==> config.mk <==
export PLATFORM = sky130hd
export DESIGN_NAME = ps2_scan_decoder
export DESIGN_NICKNAME = d
export VERILOG_FILES = /design/src/rtl/ps2_scan_decoder.sv
export SDC_FILE = /design/constraint.sdc
export NUM_CORES = 1
export LEC_CHECK = 0
export CAP_MARGIN = 0
export CORE_ASPECT_RATIO = 0.75
export CORE_UTILIZATION = 64
export CTS_BUF_LIST = sky130_fd_sc_hd__clkbuf_8
export DETAILED_ROUTE_END_ITERATION = 10
export GPL_TIMING_DRIVEN = 1
export MAX_ROUTING_LAYER = met4
export PLACE_DENSITY = 0.88
export SLEW_MARGIN = 20
export SYNTH_ARGS = -nofsm -noshare
export SYNTH_HDL_FRONTEND = slang
export SYNTH_SLANG_ARGS = --single-unit
==> constraint.sdc <==
create_clock -name sys_clk -period 5.2 [get_ports sys_clk]
set_input_delay 0.52 -clock sys_clk [delete_from_list [all_inputs] [get_ports sys_clk]]
set_output_delay 0.52 -clock sys_clk [all_outputs]
set_load 0.05 [all_outputs]
==> src/rtl/ps2_scan_decoder.sv <==
// Decodes a PS/2 Set-2 scancode byte stream into make/repeat/break key events.
// Latency: 1 cycle from scan_vld to every output; all outputs are registered.
// Backpressure: none; a byte is consumed every cycle scan_vld is high, and back-to-back bytes are all processed.
//
// Ports:
//   sys_clk, sys_rst         : clock and synchronous active-high reset
//   scan_data, scan_vld      : byte from the PS/2 receiver, with a 1-cycle valid strobe
//   key_code, key_ext        : code and E0 flag of the last non-modifier make or break
//   key_make/repeat/break    : 1-cycle event pulses
//   key_held, key_ascii      : held-key level and its ASCII (0x00 if none or unmapped)
//   shift_held, key_count    : either shift held; count of key_make pulses (wraps)
module ps2_scan_decoder #(
  parameter int CNT_W       = 8,
  parameter int TIMEOUT_CYC = 100000
) (
  input  logic             sys_clk,
  input  logic             sys_rst,
  input  logic [7:0]       scan_data,
  input  logic             scan_vld,
  output logic [7:0]       key_code,
  output logic             key_ext,
  output logic             key_make,
  output logic             key_repeat,
  output logic             key_break,
  output logic             key_held,
  output logic [7:0]       key_ascii,
  output logic             shift_held,
  output logic [CNT_W-1:0] key_count
);

  localparam int TO_W = (TIMEOUT_CYC > 2) ? $clog2(TIMEOUT_CYC) : 1;
  localparam logic [TO_W-1:0] TO_MAX = TO_W'(TIMEOUT_CYC - 1);

  typedef enum logic [1:0] {IDLE, EXT, BRK, EXT_BRK} state_t;

  state_t           state_q, state_d;
  logic [TO_W-1:0]  to_q, to_d;
  logic [7:0]       code_q, code_d;
  logic             ext_q, ext_d;
  logic             make_q, make_d;
  logic             rep_q, rep_d;
  logic             brk_q, brk_d;
  logic             held_q, held_d;
  logic [7:0]       hcode_q, hcode_d;
  logic             hext_q, hext_d;
  logic             lsh_q, lsh_d;
  logic             rsh_q, rsh_d;
  logic             shift_q, shift_d;
  logic [7:0]       ascii_q, ascii_d;
  logic [CNT_W-1:0] cnt_q, cnt_d;

  logic do_make, do_brk, ev_ext, is_ign, is_mod;

  // Set-2 code to ASCII; letters are lowercase unless shift is held.
  function automatic logic [7:0] ascii_map(input logic [7:0] c, input logic e, input logic sh);
    logic [7:0] a;
    logic       letter;
    a      = 8'h00;
    letter = 1'b1;
    if (!e) begin
      case (c)
        8'h1C: a = 8'h61;  8'h32: a = 8'h62;  8'h21: a = 8'h63;  8'h23: a = 8'h64;
        8'h24: a = 8'h65;  8'h2B: a = 8'h66;  8'h34: a = 8'h67;  8'h33: a = 8'h68;
        8'h43: a = 8'h69;  8'h3B: a = 8'h6A;  8'h42: a = 8'h6B;  8'h4B: a = 8'h6C;
        8'h3A: a = 8'h6D;  8'h31: a = 8'h6E;  8'h44: a = 8'h6F;  8'h4D: a = 8'h70;
        8'h15: a = 8'h71;  8'h2D: a = 8'h72;  8'h1B: a = 8'h73;  8'h2C: a = 8'h74;
        8'h3C: a = 8'h75;  8'h2A: a = 8'h76;  8'h1D: a = 8'h77;  8'h22: a = 8'h78;
        8'h35: a = 8'h79;  8'h1A: a = 8'h7A;
        default: letter = 1'b0;
      endcase
      if (letter) begin
        if (sh) a = a - 8'h20;
      end else begin
        case (c)
          8'h45: a = 8'h30;  8'h16: a = 8'h31;  8'h1E: a = 8'h32;  8'h26: a = 8'h33;
          8'h25: a = 8'h34;  8'h2E: a = 8'h35;  8'h36: a = 8'h36;  8'h3D: a = 8'h37;
          8'h3E: a = 8'h38;  8'h46: a = 8'h39;  8'h29: a = 8'h20;  8'h5A: a = 8'h0D;
          default: a = 8'h00;
        endcase
      end
    end
    return a;
  endfunction

  always_comb begin
    is_ign = (scan_data inside {8'h00, 8'hAA, 8'hEE, 8'hFA, 8'hFE, 8'hFF});
  end

  // Prefix FSM: decides whether the current byte is a make or break and whether it is extended.
  always_comb begin
    state_d = state_q;
    to_d    = to_q;
    do_make = 1'b0;
    do_brk  = 1'b0;
    ev_ext  = 1'b0;
    if (scan_vld) begin
      to_d = '0;
      case (state_q)
        IDLE: begin
          if (scan_data == 8'hE0)      state_d = EXT;
          else if (scan_data == 8'hF0) state_d = BRK;
          else if (!is_ign)            do_make = 1'b1;
        end
        EXT: begin
          if (scan_data == 8'hF0)      state_d = EXT_BRK;
          else if (scan_data == 8'hE0) state_d = EXT;
          else begin
            state_d = IDLE;
            if (!is_ign) begin
              do_make = 1'b1;
              ev_ext  = 1'b1;
            end
          end
        end
        BRK, EXT_BRK: begin
          if (scan_data != 8'hE0 && scan_data != 8'hF0) begin
            state_d = IDLE;
            if (!is_ign) begin
              do_brk = 1'b1;
              ev_ext = (state_q == EXT_BRK);
            end
          end
        end
        default: state_d = IDLE;
      endcase
    end else if (state_q != IDLE) begin
      // A stalled prefix is dropped so a lost byte cannot corrupt the next key.
      if (to_q == TO_MAX) begin
        state_d = IDLE;
        to_d    = '0;
      end else begin
        to_d = to_q + 1'b1;
      end
    end
  end

  // Event handling: modifiers only update shift flags; other keys drive the event outputs.
  always_comb begin
    code_d  = code_q;
    ext_d   = ext_q;
    make_d  = 1'b0;
    rep_d   = 1'b0;
    brk_d   = 1'b0;
    held_d  = held_q;
    hcode_d = hcode_q;
    hext_d  = hext_q;
    lsh_d   = lsh_q;
    rsh_d   = rsh_q;
    cnt_d   = cnt_q;
    is_mod  = !ev_ext && (scan_data == 8'h12 || scan_data == 8'h59);

    if (do_make) begin
      if (is_mod) begin
        if (scan_data == 8'h12) lsh_d = 1'b1;
        else                    rsh_d = 1'b1;
      end else begin
        code_d = scan_data;
        ext_d  = ev_ext;
        if (held_q && hcode_q == scan_data && hext_q == ev_ext) begin
          rep_d = 1'b1;
        end else begin
          make_d  = 1'b1;
          held_d  = 1'b1;
          hcode_d = scan_data;
          hext_d  = ev_ext;
          cnt_d   = cnt_q + 1'b1;
        end
      end
    end

    if (do_brk) begin
      if (is_mod) begin
        if (scan_data == 8'h12) lsh_d = 1'b0;
        else                    rsh_d = 1'b0;
      end else begin
        brk_d  = 1'b1;
        code_d = scan_data;
        ext_d  = ev_ext;
        if (hcode_q == scan_data && hext_q == ev_ext) held_d = 1'b0;
      end
    end

    shift_d = lsh_d | rsh_d;
    // Computed from next-state values so ASCII tracks shift changes while a key stays held.
    ascii_d = held_d ? ascii_map(hcode_d, hext_d, shift_d) : 8'h00;
  end

  always_ff @(posedge sys_clk) begin
    if (sys_rst) begin
      state_q <= IDLE;
      to_q    <= '0;
      code_q  <= '0;
      ext_q   <= 1'b0;
      make_q  <= 1'b0;
      rep_q   <= 1'b0;
      brk_q   <= 1'b0;
      held_q  <= 1'b0;
      hcode_q <= '0;
      hext_q  <= 1'b0;
      lsh_q   <= 1'b0;
      rsh_q   <= 1'b0;
      shift_q <= 1'b0;
      ascii_q <= '0;
      cnt_q   <= '0;
    end else begin
      state_q <= state_d;
      to_q    <= to_d;
      code_q  <= code_d;
      ext_q   <= ext_d;
      make_q  <= make_d;
      rep_q   <= rep_d;
      brk_q   <= brk_d;
      held_q  <= held_d;
      hcode_q <= hcode_d;
      hext_q  <= hext_d;
      lsh_q   <= lsh_d;
      rsh_q   <= rsh_d;
      shift_q <= shift_d;
      ascii_q <= ascii_d;
      cnt_q   <= cnt_d;
    end
  end

  assign key_code   = code_q;
  assign key_ext    = ext_q;
  assign key_make   = make_q;
  assign key_repeat = rep_q;
  assign key_break  = brk_q;
  assign key_held   = held_q;
  assign key_ascii  = ascii_q;
  assign shift_held = shift_q;
  assign key_count  = cnt_q;

endmodule
==> impl_results.md <==
* Status: finished, final reports clean
* Placed instance area at 4429 sq um
* Post-synthesis cell count at 556
* Hpwl dp at 7890 microns
* Worst skew pair latency at 350 ps
* GRT Residual Overflow at 0
* Via density at 6.593
* Synth warn at 0
* Reg clk slew, reported paths at 80 ps
* WL/cell at 17.63 microns
* Setup CP Type: in2reg
* Die Span X at 94.51 microns
* VDD IR max at 176.1 uV
* Post-synthesis sequential area ratio at 0.2924
* Post-Syn Area at 4108 sq um
* First drt pass iteration count at 5
* Share of layout cells above drive strength 1 at 0.06480
* # DRC at 0
* Sum of negative setup slack at 0 ps
* RSZ-0062 raised after global routing: false
* Ys async rst share at 0
* Syn_nets at 569
* CTS sink cnt at 60
* Endpoints failing setup at 0
* ANT cells at 0
* Clock share of power at 0.400
* Starting Density at 0.6840
* Worst EP arrival at 3980 ps
* Pins Over Slew Limit at 0
* Synth top area share at 0.2924
* Worst-Margin Slew at 995.4 ps
* Synthesis-to-layout area growth at 13.25%
* CTS Buf Count at 9
* Finished Layout Cells at 649
* P_sw at 0.0003740 W
* Fmax at 267.3 MHz
* Pwr/cell area at 257.1 nW/um^2
* Skew final at 7.346 ps
* Initial DRC count at 519
* Post-layout net count at 579
* Critical-path cell list: clkdlybuf4s50_1, nor2b_2, o31a_1, and3_1, nand4_1, nand4bb_1, a222oi_1, o31ai_1
* Die Y at 71.38 microns
* Comb pwr share at 0.183
* Core Rows at 24
* Post-synthesis register bit count at 60
* CTS tree: done
* Post-route ant nets at 0
* Tcrit/Tclk final at 0.7195
* Post-CTS Hold Buffers at 0
* Fin crit period at 3741 ps
* Post-synth top flop: dfxtp_1
* Hold/Removal Path Class: reg2reg
* Net switching fraction of the power at 0.3128
* Global-route wire length before repair at 18560 microns
* CTS max path bufs at 2
* Max-Cap Viols at 0
* CP max-delay cell: clkdlybuf4s50_1
* Tot Pwr at 0.001196 W
* Port buffer count at 40
* Largest net degree at the start of global routing at 37
* CTS root buffer: clkbuf_8
* Largest area contributor in the synthesized netlist: dfxtp_1
* Tot GR Track Use at 0.3631
* Leakage at 1.620 nW
* Post-route cell area at 4652 sq um
* Fillers at 462
* Final Hold Fails at 0
* Startpoint types: input pin
* Synth cell count leaders: nand2_1, dfxtp_1, nor2_1
* Vias at 4279
* Worst setup EP type: flip-flop
* Seq pwr share at 0.417
* Post-synth EDFFs at 0
* Most common cell in the netlist: nand2_1
* Avg Synthesized Cell Area at 7.388 sq um
* Internal at 0.0008218 W
* Synth unique cells at 70
* Cts repair resizes at 0
* Main area contributors after synthesis: dfxtp_1, nand2_1, xor2_1
* Relative slew slack at 0.3270
* H-tree depth at 3
* Final wirelength at 11440 microns
* Number of global-route vias before repair at 3770
* Final Util at 0.7746
* Critical Path RT at 5440 ps
* Worst-path maximum fanout at 18
* Crit-path max cell delay at 800 ps
* Placeable Area at 6006 sq um
* Placed insts at 633
* Initial antenna violation count at 0
* Die area at 6746 sq um
* GPL Wtd Cong at 1.010
* # Post-CTS Setup Buffers at 0
* Io pins at 41
[routing by layer]
metal / up-vias / GRT usage / share of wire
met1: 1950 / 0.4997 / 0.44
met5: - / - / 0
met3: 37 / 0.08280 / 0.12
li1: 2006 / - / -
met2: 286 / 0.5193 / 0.42
met4: 0 / 0.1330 / 0.024
[metrics by stage]
step / hold WS [ps] / worst slack, ps
3_5_place_dp: 457.2 / 1245
4_1_cts: 466.5 / 1579
3_3_place_gp: 443.6 / 1403
5_1_grt: 478.2 / 1290
2_1_floorplan: 449.4 / 2740
6_report: 463.4 / 1459
[final timing paths]
kind                                    from            to  slack, ps  cells past startpoint
worst max-delay path            scan_data[2]  key_ascii[5]       1460                      8
worst min-delay path             key_code[1]   key_code[1]        460                      2
worst max register to register    hcode_q[3]  key_ascii[5]       2170                      7
worst min register to register   key_code[1]   key_code[1]        460                      2
[state kept, by name, indices dropped and copies added, names as in the netlist, 2 cells and up]
register   flops
hcode_q        8
key_ascii      8
key_code       8
key_count      8
state_q        2
to_q          17
[critical path, delay by kind of cell]
family	cells	cell delay, ps
compound gates	3	760
simple gates	4	1890
buf+inv	1	800
[cell families (layout without fill, tap and decap cells)]
kind of cell | count (synthesis) | after routing | share of synthesized area
adder cells (fa/ha/maj) | 2 | 2 | 0.006091
flip-flops | 60 | 60 | 0.2924
AND/OR/NAND/NOR | 271 | 271 | 0.3430
buffers and inverters | 54 | 69 | 0.06122
other | 1 | 1 | 0.0009129
multiplexers | 11 | 11 | 0.02741
AO/OA/AOI/OAI | 120 | 120 | 0.1901
XOR/XNOR | 37 | 37 | 0.07889
[cells in the final DEF, fill, tap and decap left out, types with 3 or more instances in the layout]
cell / n
nor4_1: 5
nor3_1: 19
nand2_1: 70
nand3_1: 27
nand4_1: 12
o211ai_1: 9
a31oi_1: 10
inv_1: 6
buf_4: 7
nor2_1: 58
o22ai_1: 6
mux2i_1: 9
xnor2_1: 10
dfxtp_1: 60
o31ai_1: 3
clkbuf_8: 9
clkdlybuf4s50_1: 40
a21oi_1: 38
and2_1: 3
and3_1: 13
o2111ai_1: 5
nand2b_1: 16
a21boi_0: 5
a22oi_1: 6
or3_1: 7
o21ai_0: 18
nor4b_1: 4
nor2b_1: 14
xor2_1: 27
[layout make-up]
| class | count | area [sq um] | share of cell area |
|---|---|---|---|
| Clock buffer | 9 | 123.9 | 0.02663 |
| Clock inverter | 7 | 98.84 | 0.02125 |
| Inverter | 6 | 22.52 | 0.004841 |
| Multi-Input combinational cell | 442 | 2655 | 0.5707 |
| Sequential cell | 60 | 1201 | 0.2582 |
| Tap cell | 78 | 97.59 | 0.02098 |
| Timing Repair Buffer | 47 | 452.9 | 0.09736 |
[power by group through the flow]
stage          Sequential, W  Combinational, W  Clock (W)
6_report            0.000498          0.000219   0.000479
5_1_grt             0.000500          0.000233   0.000497
4_1_cts             0.000497          0.000214   0.000481
3_5_place_dp        0.000507          0.000212          0
3_3_place_gp        0.000507          0.000209          0
2_1_floorplan       0.000529          0.000135          0
Note: power is estimated with default switching activity, not from simulation.
